`src/rtl/alu_arith_pkg.sv`:
```
// -----------------------------------------------------------------------------
// alu_arith_pkg
// Shared definitions for the multi-cycle arithmetic unit: operation encodings,
// the controller state type and the default datapath width.
// -----------------------------------------------------------------------------
package alu_arith_pkg;

    // Default operand/result width (legal range 8..64)
    localparam int WIDTH_DEFAULT = 32;

    // Operation encodings; 3'b100..3'b111 are reserved
    localparam logic [2:0] OP_ADD = 3'b000;
    localparam logic [2:0] OP_SUB = 3'b001;
    localparam logic [2:0] OP_MUL = 3'b010;
    localparam logic [2:0] OP_DIV = 3'b011;

    // Controller states
    typedef enum logic [1:0] {
        S_IDLE = 2'd0,
        S_RUN  = 2'd1,
        S_FIX  = 2'd2,
        S_DONE = 2'd3
    } state_t;

endpackage

```
`src/rtl/alu_addsub.sv`:
```
// -----------------------------------------------------------------------------
// alu_addsub
// Combinational adder/subtractor with flag generation.
//   a, b  : operands
//   sub   : 1 = a - b, 0 = a + b
//   sign  : 1 = two's complement flags, 0 = unsigned flags
//   sum   : (a +/- b) mod 2^WIDTH
//   z     : sum == 0
//   v     : signed overflow (sign=1), carry-out on add / borrow on sub (sign=0)
//   n     : v ^ sum[msb] (sign=1), 0 on unsigned add, borrow on unsigned sub
// -----------------------------------------------------------------------------
module alu_addsub #(
    parameter int WIDTH = 32
) (
    input  logic [WIDTH-1:0] a,
    input  logic [WIDTH-1:0] b,
    input  logic             sub,
    input  logic             sign,
    output logic [WIDTH-1:0] sum,
    output logic             z,
    output logic             v,
    output logic             n
);

    logic [WIDTH-1:0] b_eff;
    logic [WIDTH:0]   full;
    logic             carry;
    logic             ovf;

    // Subtraction is a + ~b + 1, so the carry-out is the inverse of the borrow.
    // Signed overflow: both addends share a sign that the sum does not.
    always_comb begin
        b_eff = sub ? ~b : b;
        full  = {1'b0, a} + {1'b0, b_eff} + {{WIDTH{1'b0}}, sub};
        sum   = full[WIDTH-1:0];
        carry = full[WIDTH];
        ovf   = (a[WIDTH-1] == b_eff[WIDTH-1]) && (sum[WIDTH-1] != a[WIDTH-1]);
        z     = (sum == {WIDTH{1'b0}});
        if (sign) begin
            v = ovf;
            n = ovf ^ sum[WIDTH-1];
        end else if (sub) begin
            v = ~carry;
            n = ~carry;
        end else begin
            v = carry;
            n = 1'b0;
        end
    end

endmodule

```
`src/rtl/alu_arith_mc.sv`:
```
// -----------------------------------------------------------------------------
// alu_arith_mc
// Multi-cycle integer ALU: single-cycle ADD/SUB, iterative shift-add MUL and
// restoring DIV on operand magnitudes with a one-cycle sign fixup.
//   clk, reset          : clock, synchronous active-low reset
//   in_valid/in_ready   : request handshake (in_ready high only when idle)
//   op, sign, a, b      : operation, signedness, operands (captured at accept)
//   out_valid/out_ready : result handshake; outputs hold until consumed
//   result, result_hi   : sum/diff/product-low/quotient, product-high/remainder
//   z, v, n             : zero, overflow, negative/less-than flags
// -----------------------------------------------------------------------------
module alu_arith_mc
    import alu_arith_pkg::*;
#(
    parameter int WIDTH = WIDTH_DEFAULT
) (
    input  logic             clk,
    input  logic             reset,
    input  logic             in_valid,
    output logic             in_ready,
    input  logic [2:0]       op,
    input  logic             sign,
    input  logic [WIDTH-1:0] a,
    input  logic [WIDTH-1:0] b,
    output logic             out_valid,
    input  logic             out_ready,
    output logic [WIDTH-1:0] result,
    output logic [WIDTH-1:0] result_hi,
    output logic             z,
    output logic             v,
    output logic             n
);

    localparam int               CNT_W    = $clog2(WIDTH) + 1;
    localparam logic [CNT_W-1:0] CNT_LAST = CNT_W'(WIDTH - 1);
    localparam logic [CNT_W-1:0] CNT_ONE  = CNT_W'(1);
    localparam logic [WIDTH-1:0] MOST_NEG = {1'b1, {(WIDTH-1){1'b0}}};

    state_t             state;
    logic [2:0]         op_q;
    logic               sign_q;
    logic               neg_q;
    logic               rem_neg_q;
    logic               div_ovf_q;
    logic [WIDTH-1:0]   hi_q;
    logic [WIDTH-1:0]   lo_q;
    logic [WIDTH-1:0]   opnd_q;
    logic [CNT_W-1:0]   cnt;

    logic               a_neg;
    logic               b_neg;
    logic [WIDTH-1:0]   a_mag;
    logic [WIDTH-1:0]   b_mag;

    logic [WIDTH-1:0]   as_a;
    logic [WIDTH-1:0]   as_b;
    logic               as_sub;
    logic               as_sign;
    logic [WIDTH-1:0]   as_sum;
    logic               as_z;
    logic               as_v;
    logic               as_n;

    logic [WIDTH-1:0]   div_shift;
    logic               div_ge;

    logic [2*WIDTH-1:0] prod;
    logic [WIDTH-1:0]   quot;
    logic [WIDTH-1:0]   remd;
    logic [WIDTH-1:0]   fix_result;
    logic [WIDTH-1:0]   fix_result_hi;
    logic               fix_z;
    logic               fix_v;
    logic               fix_n;

    assign in_ready  = (state == S_IDLE);
    assign out_valid = (state == S_DONE);

    // Operand magnitudes for MUL/DIV. The most-negative value maps onto
    // itself, which is the correct unsigned magnitude 2^(WIDTH-1).
    always_comb begin
        a_neg = sign & a[WIDTH-1];
        b_neg = sign & b[WIDTH-1];
        a_mag = a_neg ? ({WIDTH{1'b0}} - a) : a;
        b_mag = b_neg ? ({WIDTH{1'b0}} - b) : b;
    end

    // One adder serves every path: while idle it evaluates ADD/SUB straight
    // from the inputs; while running it is the MUL accumulate adder or the
    // DIV trial subtractor on the working registers. In DIV the partial
    // remainder is shifted left one bit and its top bit lives in hi_q[msb];
    // when that bit is set the value already exceeds any divisor.
    always_comb begin
        div_shift = {hi_q[WIDTH-2:0], lo_q[WIDTH-1]};
        as_a      = a;
        as_b      = b;
        as_sub    = (op == OP_SUB);
        as_sign   = sign;
        if (state == S_RUN) begin
            as_sign = 1'b0;
            as_b    = opnd_q;
            if (op_q == OP_DIV) begin
                as_a   = div_shift;
                as_sub = 1'b1;
            end else begin
                as_a   = hi_q;
                as_sub = 1'b0;
            end
        end
    end

    assign div_ge = hi_q[WIDTH-1] | ~as_v;

    alu_addsub #(.WIDTH(WIDTH)) u_addsub (
        .a    (as_a),
        .b    (as_b),
        .sub  (as_sub),
        .sign (as_sign),
        .sum  (as_sum),
        .z    (as_z),
        .v    (as_v),
        .n    (as_n)
    );

    // Sign fixup and flag generation for the iterative operations. The
    // product is negated as a full double-width value; the quotient takes
    // the XOR of operand signs and the remainder follows the dividend.
    always_comb begin
        prod          = {hi_q, lo_q};
        if (neg_q) begin
            prod = {(2*WIDTH){1'b0}} - {hi_q, lo_q};
        end
        quot          = neg_q ? ({WIDTH{1'b0}} - lo_q) : lo_q;
        remd          = rem_neg_q ? ({WIDTH{1'b0}} - hi_q) : hi_q;
        fix_result    = quot;
        fix_result_hi = remd;
        fix_z         = (quot == {WIDTH{1'b0}});
        fix_n         = sign_q & quot[WIDTH-1];
        fix_v         = 1'b0;
        if (op_q == OP_MUL) begin
            fix_result    = prod[WIDTH-1:0];
            fix_result_hi = prod[2*WIDTH-1:WIDTH];
            fix_z         = (prod == {(2*WIDTH){1'b0}});
            fix_n         = sign_q & prod[2*WIDTH-1];
            if (sign_q) begin
                fix_v = (prod[2*WIDTH-1:WIDTH] != {WIDTH{prod[WIDTH-1]}});
            end else begin
                fix_v = (prod[2*WIDTH-1:WIDTH] != {WIDTH{1'b0}});
            end
        end else if (div_ovf_q) begin
            fix_result    = MOST_NEG;
            fix_result_hi = {WIDTH{1'b0}};
            fix_z         = 1'b0;
            fix_n         = 1'b1;
            fix_v         = 1'b1;
        end
    end

    // Controller and datapath registers. Fast operations write the outputs
    // at accept and go straight to DONE; MUL/DIV spend exactly WIDTH cycles
    // in RUN, one in FIX, then present the result in DONE until consumed.
    always_ff @(posedge clk) begin
        if (!reset) begin
            state     <= S_IDLE;
            op_q      <= OP_ADD;
            sign_q    <= 1'b0;
            neg_q     <= 1'b0;
            rem_neg_q <= 1'b0;
            div_ovf_q <= 1'b0;
            hi_q      <= '0;
            lo_q      <= '0;
            opnd_q    <= '0;
            cnt       <= '0;
            result    <= '0;
            result_hi <= '0;
            z         <= 1'b0;
            v         <= 1'b0;
            n         <= 1'b0;
        end else begin
            case (state)
                S_IDLE: begin
                    if (in_valid) begin
                        op_q      <= op;
                        sign_q    <= sign;
                        cnt       <= '0;
                        neg_q     <= a_neg ^ b_neg;
                        rem_neg_q <= (op == OP_DIV) & a_neg;
                        div_ovf_q <= sign && (a == MOST_NEG) && (b == {WIDTH{1'b1}});
                        hi_q      <= '0;
                        lo_q      <= a_mag;
                        opnd_q    <= b_mag;
                        if (op == OP_ADD || op == OP_SUB) begin
                            result    <= as_sum;
                            result_hi <= '0;
                            z         <= as_z;
                            v         <= as_v;
                            n         <= as_n;
                            state     <= S_DONE;
                        end else if (op == OP_MUL || (op == OP_DIV && b != '0)) begin
                            state <= S_RUN;
                        end else if (op == OP_DIV) begin
                            result    <= {WIDTH{1'b1}};
                            result_hi <= a;
                            z         <= 1'b0;
                            v         <= 1'b1;
                            n         <= 1'b0;
                            state     <= S_DONE;
                        end else begin
                            result    <= '0;
                            result_hi <= '0;
                            z         <= 1'b1;
                            v         <= 1'b0;
                            n         <= 1'b0;
                            state     <= S_DONE;
                        end
                    end
                end
                S_RUN: begin
                    if (op_q == OP_DIV) begin
                        hi_q <= div_ge ? as_sum : div_shift;
                        lo_q <= {lo_q[WIDTH-2:0], div_ge};
                    end else if (lo_q[0]) begin
                        hi_q <= {as_v, as_sum[WIDTH-1:1]};
                        lo_q <= {as_sum[0], lo_q[WIDTH-1:1]};
                    end else begin
                        hi_q <= {1'b0, hi_q[WIDTH-1:1]};
                        lo_q <= {hi_q[0], lo_q[WIDTH-1:1]};
                    end
                    cnt <= cnt + CNT_ONE;
                    if (cnt == CNT_LAST) begin
                        state <= S_FIX;
                    end
                end
                S_FIX: begin
                    result    <= fix_result;
                    result_hi <= fix_result_hi;
                    z         <= fix_z;
                    v         <= fix_v;
                    n         <= fix_n;
                    state     <= S_DONE;
                end
                S_DONE: begin
                    if (out_ready) begin
                        state <= S_IDLE;
                    end
                end
                default: state <= S_IDLE;
            endcase
        end
    end

endmodule

```
`config.mk`:
```
export PLATFORM = sky130hd
export DESIGN_NAME = alu_arith_mc
export DESIGN_NICKNAME = d
export VERILOG_FILES = /design/src/rtl/alu_arith_pkg.sv /design/src/rtl/alu_addsub.sv /design/src/rtl/alu_arith_mc.sv
export SDC_FILE = /design/constraint.sdc
export NUM_CORES = 1
export LEC_CHECK = 0
export CAP_MARGIN = 20
export CORE_UTILIZATION = 25
export CTS_BUF_LIST = sky130_fd_sc_hd__clkbuf_8
export DETAILED_ROUTE_END_ITERATION = 8
export PLACE_DENSITY = 0.51
export REMOVE_ABC_BUFFERS = 1
export SETUP_SLACK_MARGIN = 0.05
export SLEW_MARGIN = 20
export SYNTH_ARGS = -nofsm -noshare
export SYNTH_HDL_FRONTEND = slang
export SYNTH_SLANG_ARGS = --single-unit
export TNS_END_PERCENT = 20
```
`constraint.sdc`:
```
create_clock -name clk -period 25.4 [get_ports clk]
set_clock_uncertainty 0.1 [all_clocks]
set_input_delay 7.62 -clock clk [delete_from_list [all_inputs] [get_ports clk]]
set_output_delay 7.62 -clock clk [all_outputs]
set_load 0.1 [all_outputs]
```
# After elaboration in Yosys (flattened, before gate mapping)
# Cells that the tools add are included.
[classes]
add_sub_neg = 8
n_eq_ne = 18
n_mux = 68
n_bitwise = 11
reduce_logical = 19
[ops]
columns = ["operator", "count"]
rows = [
  ["two-way mux 32 bit", 27],
  ["case mux 32 bit (2 select lines)", 4],
  ["subtractor 1 x 32 -> 32 bit, first input constant", 4],
  ["equality test 32 bit, second input constant", 2],
  ["logical NOT 32 bit", 2],
  ["logical NOT 64 bit", 1],
  ["two-way mux 64 bit", 1],
  ["nonzero test 32 bit", 2],
  ["subtractor 1 x 64 -> 64 bit, first input constant", 1],
  ["adder 32 x 32 -> 33 bit", 1],
  ["adder 33 x 1 -> 33 bit", 1],
  ["!= test 32 bit", 1],
  ["inverter 32 bit", 1],
  ["two-way mux 1 bit", 25],
  ["equality test 3 x 2 -> 1 bit, second input constant", 4],
  ["case mux 6 bit (2 select lines)", 1],
  ["two-way mux 2 bit", 5],
  ["case mux 2 bit (4 select lines)", 1],
  ["adder 6 x 1 -> 6 bit, second input constant", 1],
  ["equality test 6 x 5 -> 1 bit, second input constant", 1],
  ["two-way mux 6 bit", 1],
  ["case mux 1 bit (2 select lines)", 3],
  ["AND reduction 3 bit", 2],
  ["AND 1 bit", 5],
  ["17 further kinds", 27],
]
[totals]
reg_bits = 178
input_bits = 72
out_inout_bits = 69
word_cells = 139

# Longest topological paths before layout
# Gate-level depths: netlist (run 1).
[logic_depth]
word_depth = 14
ltp_mapped = 30
depth_no_buf = 25

# Modules after synthesis
# A second synthesis (run 1) with hierarchy kept.
[hier_totals]
cells_unflattened = 2320
hier_area_um2 = 16562.1
[modules_own_cells]
columns = ["mod", "n_inst", "cells_per_inst", "area_each_um2", "seq_area_each_um2"]
rows = [
  ["alu_arith_mc", 1, 1983, 14188.6, 3563.4],
  ["alu_addsub", 1, 337, 2373.5, 0.0],
]

# Worst setup path after synthesis (run 1)
# Ideal clock, no wire load.
[synth_timing]
kind = "input to register"
start = "in op[1]"
end = "reg hi_q[25]"
setup_time_ns = 0.122
arrival_ns = 13.158
t_required_ns = 25.178
setup_slack_ns = 12.020
path_stages = 26
n_path_buf = 6
path_cell_list = "nor4b_1 -> a21o_1 -> clkbuf_1 -> clkbuf_1 -> xnor2_1 -> ha_1 -> clkbuf_1 -> and4_1 -> and2_1 -> a22o_1 -> o221a_2 -> o31a_1 -> o22a_1 -> a21o_1 -> a21oi_1 -> fa_1 -> xnor2_1 -> a21oi_1 -> a21oi_1 -> nor2b_1 -> clkbuf_1 -> clkbuf_1 -> buf_1 -> nor2_1 -> a211oi_1 -> o31ai_1"
[synth_via]
elab_chain_len = 13
word_cells_on_any_way = 17
classes_between = "add/sub (2); eq/ne (3); mux (8); bitwise (3); reduce/logical (1)"
[synth_rtl]
columns = ["element", "line_no", "rtl"]
rows = [
  ["from (decl)", "alu_arith_mc.sv:21", "input logic [2:0] op,"],
  ["equality test 3 x 1 -> 1 bit (*)", "alu_arith_mc.sv:97", "as_sub = (op == OP_SUB);"],
  ["two-way mux 1 bit (*)", "alu_arith_mc.sv:99", "if (state == S_RUN) begin"],
  ["two-way mux 32 bit", "alu_addsub.sv:33", "b_eff = sub ? ~b : b;"],
  ["adder 32 x 32 -> 33 bit", "alu_addsub.sv:34", "full = {1'b0, a} + {1'b0, b_eff} + {{WIDTH{1'b0}}, sub};"],
  ["adder 33 x 1 -> 33 bit", "alu_addsub.sv:34", ""],
  ["!= test 1 bit / inverter 1 bit (equally long branches)", "alu_addsub.sv:37, alu_addsub.sv:43", ""],
  ["logical AND 1 bit / two-way mux 1 bit (equally long branches)", "alu_addsub.sv:37, alu_addsub.sv:42", ""],
  ["two-way mux 1 bit", "alu_addsub.sv:39", "if (sign) begin"],
  ["inverter 1 bit", "alu_arith_mc.sv:112", "assign div_ge = hi_q[WIDTH-1] | ~as_v;"],
  ["OR 1 bit", "alu_arith_mc.sv:112", ""],
  ["two-way mux 32 bit", "alu_arith_mc.sv:220", "hi_q <= div_ge ? as_sum : div_shift;"],
  ["two-way mux 32 bit (*)", "alu_arith_mc.sv:219", "if (op_q == OP_DIV) begin"],
  ["case mux 32 bit (2 select lines) (*)", "alu_arith_mc.sv:180", "case (state)"],
  ["to (signal assigned)", "alu_arith_mc.sv:220", ""],
  ["to (signal assigned)", "alu_arith_mc.sv:223", "hi_q <= {as_v, as_sum[WIDTH-1:1]};"],
  ["to (signal assigned)", "alu_arith_mc.sv:226", "hi_q <= {1'b0, hi_q[WIDTH-1:1]};"],
  ["to (decl)", "alu_arith_mc.sv:45", "logic [WIDTH-1:0] hi_q;"],
]
# Mark *: on every way between the ends. The rest lies on a longest branch, timed or not.
# A chain may end at the register's enable or synchronous reset.

# Worst setup path in the final report (run 1)
[layout_timing]
start = "in op[1]"
end = "reg hi_q[11]"
# Same word-level chain as after synthesis.

==> impl_results.rst, run 1 <==
.. list-table::
   :header-rows: 1

   * - Metric
     - Value
   * - Post-synthesis sequential element count
     - about 180
   * - Number of antenna violations at the first check in global routing
     - 1
   * - Slowest stage cell, crit path
     - sky130_fd_sc_hd__fa_1
   * - Via/cell ratio
     - 5.62
   * - Vias after detailed routing
     - between 15000 and 20000
   * - Critical Path AT
     - 13.81 ns
   * - Final Hold Violating Endpoints
     - 0
   * - Startpoint of the worst register-to-register path
     - state[1]
   * - Switching part of the total
     - between 60% and 70%
   * - Wirelength per Cell
     - around 23 um
   * - Largest net degree at the start of global routing
     - 69
   * - Final Wtd Congestion
     - roughly 0.97
   * - Crit. Startpoint
     - op[1]
   * - CTS H-tree depth
     - 4
   * - Most used cells in the layout excluding fill and tap cells
     - sky130_fd_sc_hd__nand2_1, sky130_fd_sc_hd__nor2_1, sky130_fd_sc_hd__dfxtp_1, sky130_fd_sc_hd__o21ai_0, sky130_fd_sc_hd__clkdlybuf4s50_1
   * - Max Clock Freq
     - ~75 MHz
   * - Avg Inst Size Synth
     - approximately 7 sq um
   * - Final period demand of the worst path
     - roughly 13 ns
   * - Number of iterations in the first detailed-routing pass
     - 5
   * - Number of unique standard cell types used by synthesis
     - 86
   * - Clock root buffer master
     - sky130_fd_sc_hd__clkbuf_8
   * - Wirelength, routed
     - 72.6 mm
   * - Area occupied by registers
     - about 3600 sq um
   * - # setup viols final
     - 0
   * - Worst min path class
     - flip-flop to flip-flop
   * - Global-route wire length before repair
     - approximately 110 mm
   * - Fraction of the yosys area taken by sequential cells
     - 21.5%
   * - Leakage component of the power
     - between 6 and 7 nW
   * - Top-Level Pins
     - between 100 and 150
   * - Fill cells
     - 7136
   * - Buf/Inv on CP
     - 3
   * - Period utilization
     - approximately 53%
   * - Cells after Synth
     - approximately 2300
   * - GRT Overall Usage
     - a little over a fifth
   * - Number of warnings reported in the yosys synthesis log
     - 0
   * - DIE AREA
     - between 60000 and 70000 sq um
   * - Final Total Pwr
     - between 2 and 3 mW
   * - Kind of cell with the highest combined delay on the critical path
     - compound AO/OA/AOI/OAI gates
   * - Category of the critical setup timing path
     - input pin to flip-flop
   * - Buffers inserted during post-CTS setup optimization
     - 0
   * - Biggest area consumer among synthesized cells
     - sky130_fd_sc_hd__dfxtp_1
   * - Most used DFF post-synth
     - sky130_fd_sc_hd__dfxtp_1
   * - Site row count
     - 93
   * - Max incr delay on CP
     - ~0.55 ns
   * - Effective utilization at floorplan
     - 25.5%
   * - Setup TNS
     - 0 ns
   * - Power Density
     - around 140 nW/um^2
   * - Die W
     - 259 um
   * - Synth top area share
     - approximately 22%
   * - Internal power summed over all cells
     - just over 1 mW
   * - Sequential fraction of design power
     - between 10% and 20%
   * - Sinks on the clock net
     - between 150 and 200
   * - Cell Area, Synth
     - 16600 sq um
   * - Clock latency on the worst-skew pair
     - 0.59 ns
   * - Vertical die dimension
     - 259 um
   * - Net count of the finished layout
     - 2413
   * - Number of input and output port buffers inserted
     - 140
   * - Number of buffers between clock root and the deepest sink
     - 2
   * - Comb power frac
     - between 70% and 80%
   * - Asr flop ratio synth
     - 0%
   * - Number of placed instances, taps included
     - between 3000 and 4000
   * - Share of total power in the clock network
     - around 8%
   * - Number of design-rule violations left by the first detailed-router iteration
     - roughly 1700
   * - Post-synth EDFFs
     - 0
   * - Switching power
     - 1.63 mW
   * - Most frequent cell on the critical path
     - sky130_fd_sc_hd__a21oi_1
   * - Number of max-slew violations in the final report
     - 0
   * - Worst-path clk slew
     - 0.12 ns
   * - Area inside the core boundary
     - 64900 sq um
   * - Relative slew slack
     - about 26%
   * - Post-route worst hold slack
     - 0.364 ns
   * - Via count of the first global-routing pass
     - between 15000 and 20000
   * - Final cell count without fillers
     - 3164
   * - Share of layout cells above drive strength 1
     - under 10%
   * - CTS tree
     - done
   * - Required time reported for the critical path endpoint
     - ~26 ns
   * - Critical-path maximum fanout
     - 34
   * - Min-delay src
     - opnd_q[0]
   * - Top cells by area in the synthesized netlist
     - sky130_fd_sc_hd__dfxtp_1, sky130_fd_sc_hd__nand2_1, sky130_fd_sc_hd__xor2_1, sky130_fd_sc_hd__xnor2_1, sky130_fd_sc_hd__nor2_1
   * - Element type at the critical path start
     - input pin
   * - Kind of end point of the critical path
     - flip-flop
   * - Total CTS buffers
     - 17
   * - Core Util, Final
     - ~29%
   * - Maximum ir drop on the vdd rail
     - slightly above 0.05 mV
   * - Post-CTS Hold Fix Bufs
     - 0
   * - Max-cap violation count
     - 0
   * - Result of the run
     - finished, final reports clean
   * - Number of remaining DRC errors
     - 0
   * - Leftover overflow at the end of global routing
     - 0
   * - Post-cts resize count
     - 0
   * - Count of antenna-violating nets left after detailed routing
     - 0
   * - HPWL after DPL
     - 54.2 mm
   * - Slew at the pin closest to its max-slew limit
     - approximately 1.1 ns
   * - Multi-input gate area
     - 12100 sq um
   * - Commonest non-fill, non-tap cell in the layout
     - sky130_fd_sc_hd__nand2_1
   * - Area Growth Syn to Fin
     - 14.0%
   * - RSZ-0062 raised after global routing
     - no
==> per-layer routing <==
metal | track usage (%) | up-vias | share of wire [%]
met5 | 0 | - | 0
met4 | 6.96 | 0 | 2.7
met3 | 3.89 | 110 | 7.3
met2 | 33.6 | 715 | 46
met1 | 28.7 | 8598 | 44
li1 | - | 8349 | -
==> flip-flops by register name (all words and copies together), names as in the netlist <==
name,cells
state,2
z,1
div_ovf_q,1
cnt,6
lo_q,32
sign_q,1
v,1
hi_q,32
result_hi,32
opnd_q,32
op_q,3
n,1
result,32
neg_q,1
rem_neg_q,1
==> path summary, 6_finish.rpt <==
check         endpoint  slack (ns)  cells after the start
min reg2reg  opnd_q[0]        0.36                      2
min          opnd_q[0]        0.36                      2
max           hi_q[11]       12.01                     25
max reg2reg   hi_q[11]       18.29                     25
==> worst reg2reg max path, delay by kind of cell, from the launching register on <==
kind,cells,cell delay [ns]
flip-flops,1,0.36
adder cells (fa/ha/maj),3,1.51
AND/OR/NAND/NOR,7,1.14
buffers and inverters,3,1.17
AO/OA/AOI/OAI,11,2.57
XOR/XNOR,1,0.22
==> kinds of logic (layout without fill, tap and decap cells) <==
family                   count (synthesis)  in the layout  share of synthesized area, %
other                                    0              1                             0
buffers and inverters                  260            241                          6.08
multiplexers                            65             65                          3.99
flip-flops                             178            178                          21.5
adder cells (fa/ha/maj)                 46             46                          3.57
AO/OA/AOI/OAI                          661            661                          27.6
XOR/XNOR                               202            202                          10.8
AND/OR/NAND/NOR                        915            915                          26.5
==> cell type report <==
type | count | share of cell area (%)
multi-input cells | 1889 | 63.9
flip-flops and latches | 178 | 18.9
diodes | 1 | 0.0133
repair buffers | 174 | 8.79
clock buffers | 18 | 1.31
well taps | 855 | 5.67
clock inverters | 14 | 0.756
inverters | 35 | 0.696
==> through the flow <==
| stage | area, sq um | setup WS (ns) |
|---|---|---|
| floorplan | 15700 | 11.25 |
| global placement | 18500 | 11.47 |
| detailed placement | 18500 | 11.47 |
| CTS | 18900 | 12.07 |
| global route | 18900 | 11.63 |
| finish | 18900 | 12.01 |
==> Yosys cell counts, types with 27 or more instances <==
library cell	n
sky130_fd_sc_hd__o21ai_0	143
sky130_fd_sc_hd__nand4_1	37
sky130_fd_sc_hd__xnor2_1	94
sky130_fd_sc_hd__nor2b_1	34
sky130_fd_sc_hd__a211oi_1	32
sky130_fd_sc_hd__a21boi_0	51
sky130_fd_sc_hd__o31ai_1	27
sky130_fd_sc_hd__dfxtp_1	178
sky130_fd_sc_hd__or3_1	29
sky130_fd_sc_hd__xor2_1	106
sky130_fd_sc_hd__o211ai_1	56
sky130_fd_sc_hd__mux2i_1	57
sky130_fd_sc_hd__inv_1	33
sky130_fd_sc_hd__buf_1	32
sky130_fd_sc_hd__nor4_1	29
sky130_fd_sc_hd__nor2_1	197
sky130_fd_sc_hd__a31oi_1	46
sky130_fd_sc_hd__a221oi_1	36
sky130_fd_sc_hd__nand2_1	343
sky130_fd_sc_hd__clkbuf_1	178
sky130_fd_sc_hd__nand3_1	66
sky130_fd_sc_hd__ha_1	44
sky130_fd_sc_hd__nor3_1	69
sky130_fd_sc_hd__a21oi_1	100
sky130_fd_sc_hd__o22ai_1	30
==> power by group through the flow <==
stage	clock network, mW	registers [mW]	logic, mW
4_1_cts	0.222	0.460	1.95
6_report	0.214	0.461	1.98
3_5_place_dp	0	0.466	1.95
5_1_grt	0.232	0.473	2.11
2_1_floorplan	0	0.767	1.01
3_3_place_gp	0	0.463	1.93
No activity file was read; power rests on OpenSTA's default activity.
==> run 2: changes to the inputs <==
- PLACE_DENSITY: 0.51 -> 0.52
- clock period: 25.4 -> 12.08 ns (I/O delays scaled with it)
==> impl_results.rst, run 2 (same netlist as run 1, synthesis figures left out) <==
.. list-table::
   :header-rows: 1

   * - Metric
     - Value
   * - Sequential fraction of design power
     - between 10% and 20%
   * - Number of buffers between clock root and the deepest sink
     - 2
   * - Share of layout cells above drive strength 1
     - 5.80%
   * - Core Util, Final
     - around 29%
   * - Net count of the finished layout
     - roughly 2400
   * - Wirelength per Cell
     - about 23 um
   * - Area inside the core boundary
     - 64900 sq um
   * - Number of iterations in the first detailed-routing pass
     - 6
   * - Comb power frac
     - between 70 and 80%
   * - Final Hold Violating Endpoints
     - 0
   * - Slew at the pin closest to its max-slew limit
     - 1.04 ns
   * - Most used cells in the layout excluding fill and tap cells
     - sky130_fd_sc_hd__nand2_1, sky130_fd_sc_hd__nor2_1, sky130_fd_sc_hd__dfxtp_1, sky130_fd_sc_hd__o21ai_0, sky130_fd_sc_hd__clkdlybuf4s50_1
   * - Logic depth of the worst setup path including buffers
     - 25
   * - Required time reported for the critical path endpoint
     - about 12 ns
   * - Final Wtd Congestion
     - roughly 0.95
   * - Switching part of the total
     - 61.7%
   * - Share of total power in the clock network
     - 7.9%
   * - Wirelength, routed
     - 74.0 mm
   * - Buf/Inv on CP
     - 3
   * - Setup TNS
     - 0 ns
   * - Internal power summed over all cells
     - 2.14 mW
   * - Fin worst setup slack
     - just over 2 ns
   * - Effective utilization at floorplan
     - between 20% and 30%
   * - Leakage component of the power
     - ~6.5 nW
   * - DIE AREA
     - around 67000 sq um
   * - Global-route wire length before repair
     - 110 mm
   * - RSZ-0062 raised after global routing
     - no
   * - Most frequent cell on the critical path
     - sky130_fd_sc_hd__a21oi_1
   * - Critical Path AT
     - about 10 ns
   * - Clock root buffer master
     - sky130_fd_sc_hd__clkbuf_8
   * - Max-cap violation count
     - 0
   * - Final period demand of the worst path
     - roughly 10 ns
   * - Max Clock Freq
     - roughly 100 MHz
   * - HPWL after DPL
     - 54.3 mm
   * - Top-Level Pins
     - 141
   * - Worst min path class
     - flip-flop to flip-flop
   * - Clock latency on the worst-skew pair
     - 0.61 ns
   * - Startpoint of the worst register-to-register path
     - state[1]
   * - Number of remaining DRC errors
     - 0
   * - Worst-case register-to-register setup slack
     - between 4 and 5 ns
   * - Site row count
     - 93
   * - Largest net degree at the start of global routing
     - between 70 and 80
   * - CTS H-tree depth
     - 4
   * - Category of the critical setup timing path
     - input pin to flip-flop
   * - Via/cell ratio
     - around 5.7
   * - Setup slack at placement
     - 1.50 ns
   * - Element type at the critical path start
     - input pin
   * - Area Growth Syn to Fin
     - 13.9%
   * - Worst r2r path cells
     - 26
   * - Max incr delay on CP
     - 0.81 ns
   * - GRT Overall Usage
     - roughly 22%
   * - Switching power
     - 3.45 mW
   * - Count of cells along the worst hold path
     - 2
   * - Worst R2R End
     - hi_q[31]
   * - # setup viols final
     - 0
   * - Post-CTS Hold Fix Bufs
     - 0
   * - Number of max-slew violations in the final report
     - 0
   * - Kind of cell with the highest combined delay on the critical path
     - compound AO/OA/AOI/OAI gates
   * - Leftover overflow at the end of global routing
     - 0
   * - Vias after detailed routing
     - ~18000
   * - Relative slew slack
     - 29.6%
   * - Post-route worst hold slack
     - 0.367 ns
   * - Result of the run
     - finished, final reports clean
   * - Number of design-rule violations left by the first detailed-router iteration
     - ~1600
   * - Number of antenna violations at the first check in global routing
     - 0
   * - Post-cts resize count
     - 0
   * - Total CTS buffers
     - 17
   * - Count of antenna-violating nets left after detailed routing
     - 0
   * - Min-delay src
     - opnd_q[0]
   * - Critical-path maximum fanout
     - 22
   * - Commonest non-fill, non-tap cell in the layout
     - sky130_fd_sc_hd__nand2_1
   * - Period utilization
     - 83.2%
   * - Via count of the first global-routing pass
     - roughly 17000
   * - Kind of end point of the critical path
     - flip-flop
   * - Worst-path clk slew
     - around 0.10 ns
   * - Number of input and output port buffers inserted
     - 140
   * - Maximum ir drop on the vdd rail
     - approximately 0.15 mV
   * - Sinks on the clock net
     - 178
   * - Die W
     - approximately 260 um
   * - Slowest stage cell, crit path
     - sky130_fd_sc_hd__nor2b_2
   * - CTS tree
     - done
   * - Power Density
     - 296 nW/um^2
   * - Buffers inserted during post-CTS setup optimization
     - 0
   * - Vertical die dimension
     - approximately 260 um
   * - Worst hold path endpoint
     - opnd_q[0]
   * - Final Total Pwr
     - around 5.6 mW
-- run 2: worst reg2reg max path: stages (launching register included) --
cell and delay (ns):
sky130_fd_sc_hd__dfxtp_1 0.36, sky130_fd_sc_hd__inv_1 0.14, sky130_fd_sc_hd__ha_4 0.49, sky130_fd_sc_hd__buf_4 0.74, sky130_fd_sc_hd__a21o_1 0.62, sky130_fd_sc_hd__buf_4 0.46, sky130_fd_sc_hd__xnor2_1 0.15, sky130_fd_sc_hd__ha_1 0.37
sky130_fd_sc_hd__a21oi_1 0.23, sky130_fd_sc_hd__o21ai_0 0.24, sky130_fd_sc_hd__a21oi_1 0.24, sky130_fd_sc_hd__o21ai_0 0.14, sky130_fd_sc_hd__or3_1 0.32, sky130_fd_sc_hd__o22a_1 0.24, sky130_fd_sc_hd__a21o_1 0.19, sky130_fd_sc_hd__a21oi_1 0.19
sky130_fd_sc_hd__fa_1 0.52, sky130_fd_sc_hd__xnor2_1 0.19, sky130_fd_sc_hd__a21oi_1 0.08, sky130_fd_sc_hd__a21oi_1 0.28, sky130_fd_sc_hd__nor2b_2 0.81, sky130_fd_sc_hd__buf_4 0.30, sky130_fd_sc_hd__nor2_1 0.06, sky130_fd_sc_hd__a21oi_1 0.11
sky130_fd_sc_hd__o21ai_0 0.08, sky130_fd_sc_hd__a22oi_1 0.18, sky130_fd_sc_hd__nor2b_1 0.06
-- run 2: final cells by class --
type                       instances  area, sq um
fill                            7091        46100
multi-input combinational       1889        12100
sequential                       178         3560
timing repair buffer             175         1660
tap                              855         1070
clock buffer                      18          248
inverter                          35          131
clock inverter                    14          119
antenna                            1         2.50
-- run 2: stage by stage --
stage | cell area (sq um) | std cells
global route | 18800 | 3164
floorplan | 15700 | 2102
finish | 18900 | 3165
CTS | 18800 | 3164
detailed placement | 18500 | 3132
global placement | 18500 | 3132
-- run 2: how the worst max path moves through the flow --
stage	from	to	slack (ns)
6_report	op[2]	hi_q[31]	2.03
3_3_place_gp	op[1]	hi_q[31]	1.53
3_5_place_dp	op[2]	hi_q[31]	1.50
4_1_cts	op[1]	hi_q[31]	2.17
2_1_floorplan	op[1]	hi_q[11]	1.93
5_1_grt	op[1]	hi_q[31]	1.54
-- run 2: layer usage --
layer | wire, um | vias to the layer above | global-route usage, %
met5 | 0 | - | 0
met4 | 1750 | 0 | 6.68
met3 | 5140 | 85 | 4.15
met2 | 34200 | 753 | 34.8
met1 | 32900 | 8758 | 29.0
li1 | - | 8363 | -
-- run 2: power by group through the flow --
stage          logic [mW]  clock network [mW]  registers, mW
5_1_grt              4.43               0.475          0.993
2_1_floorplan        2.12                   0           1.61
6_report             4.18               0.441          0.966
3_5_place_dp         4.10                   0          0.976
3_3_place_gp         4.07                   0          0.970
4_1_cts              4.11               0.456          0.963
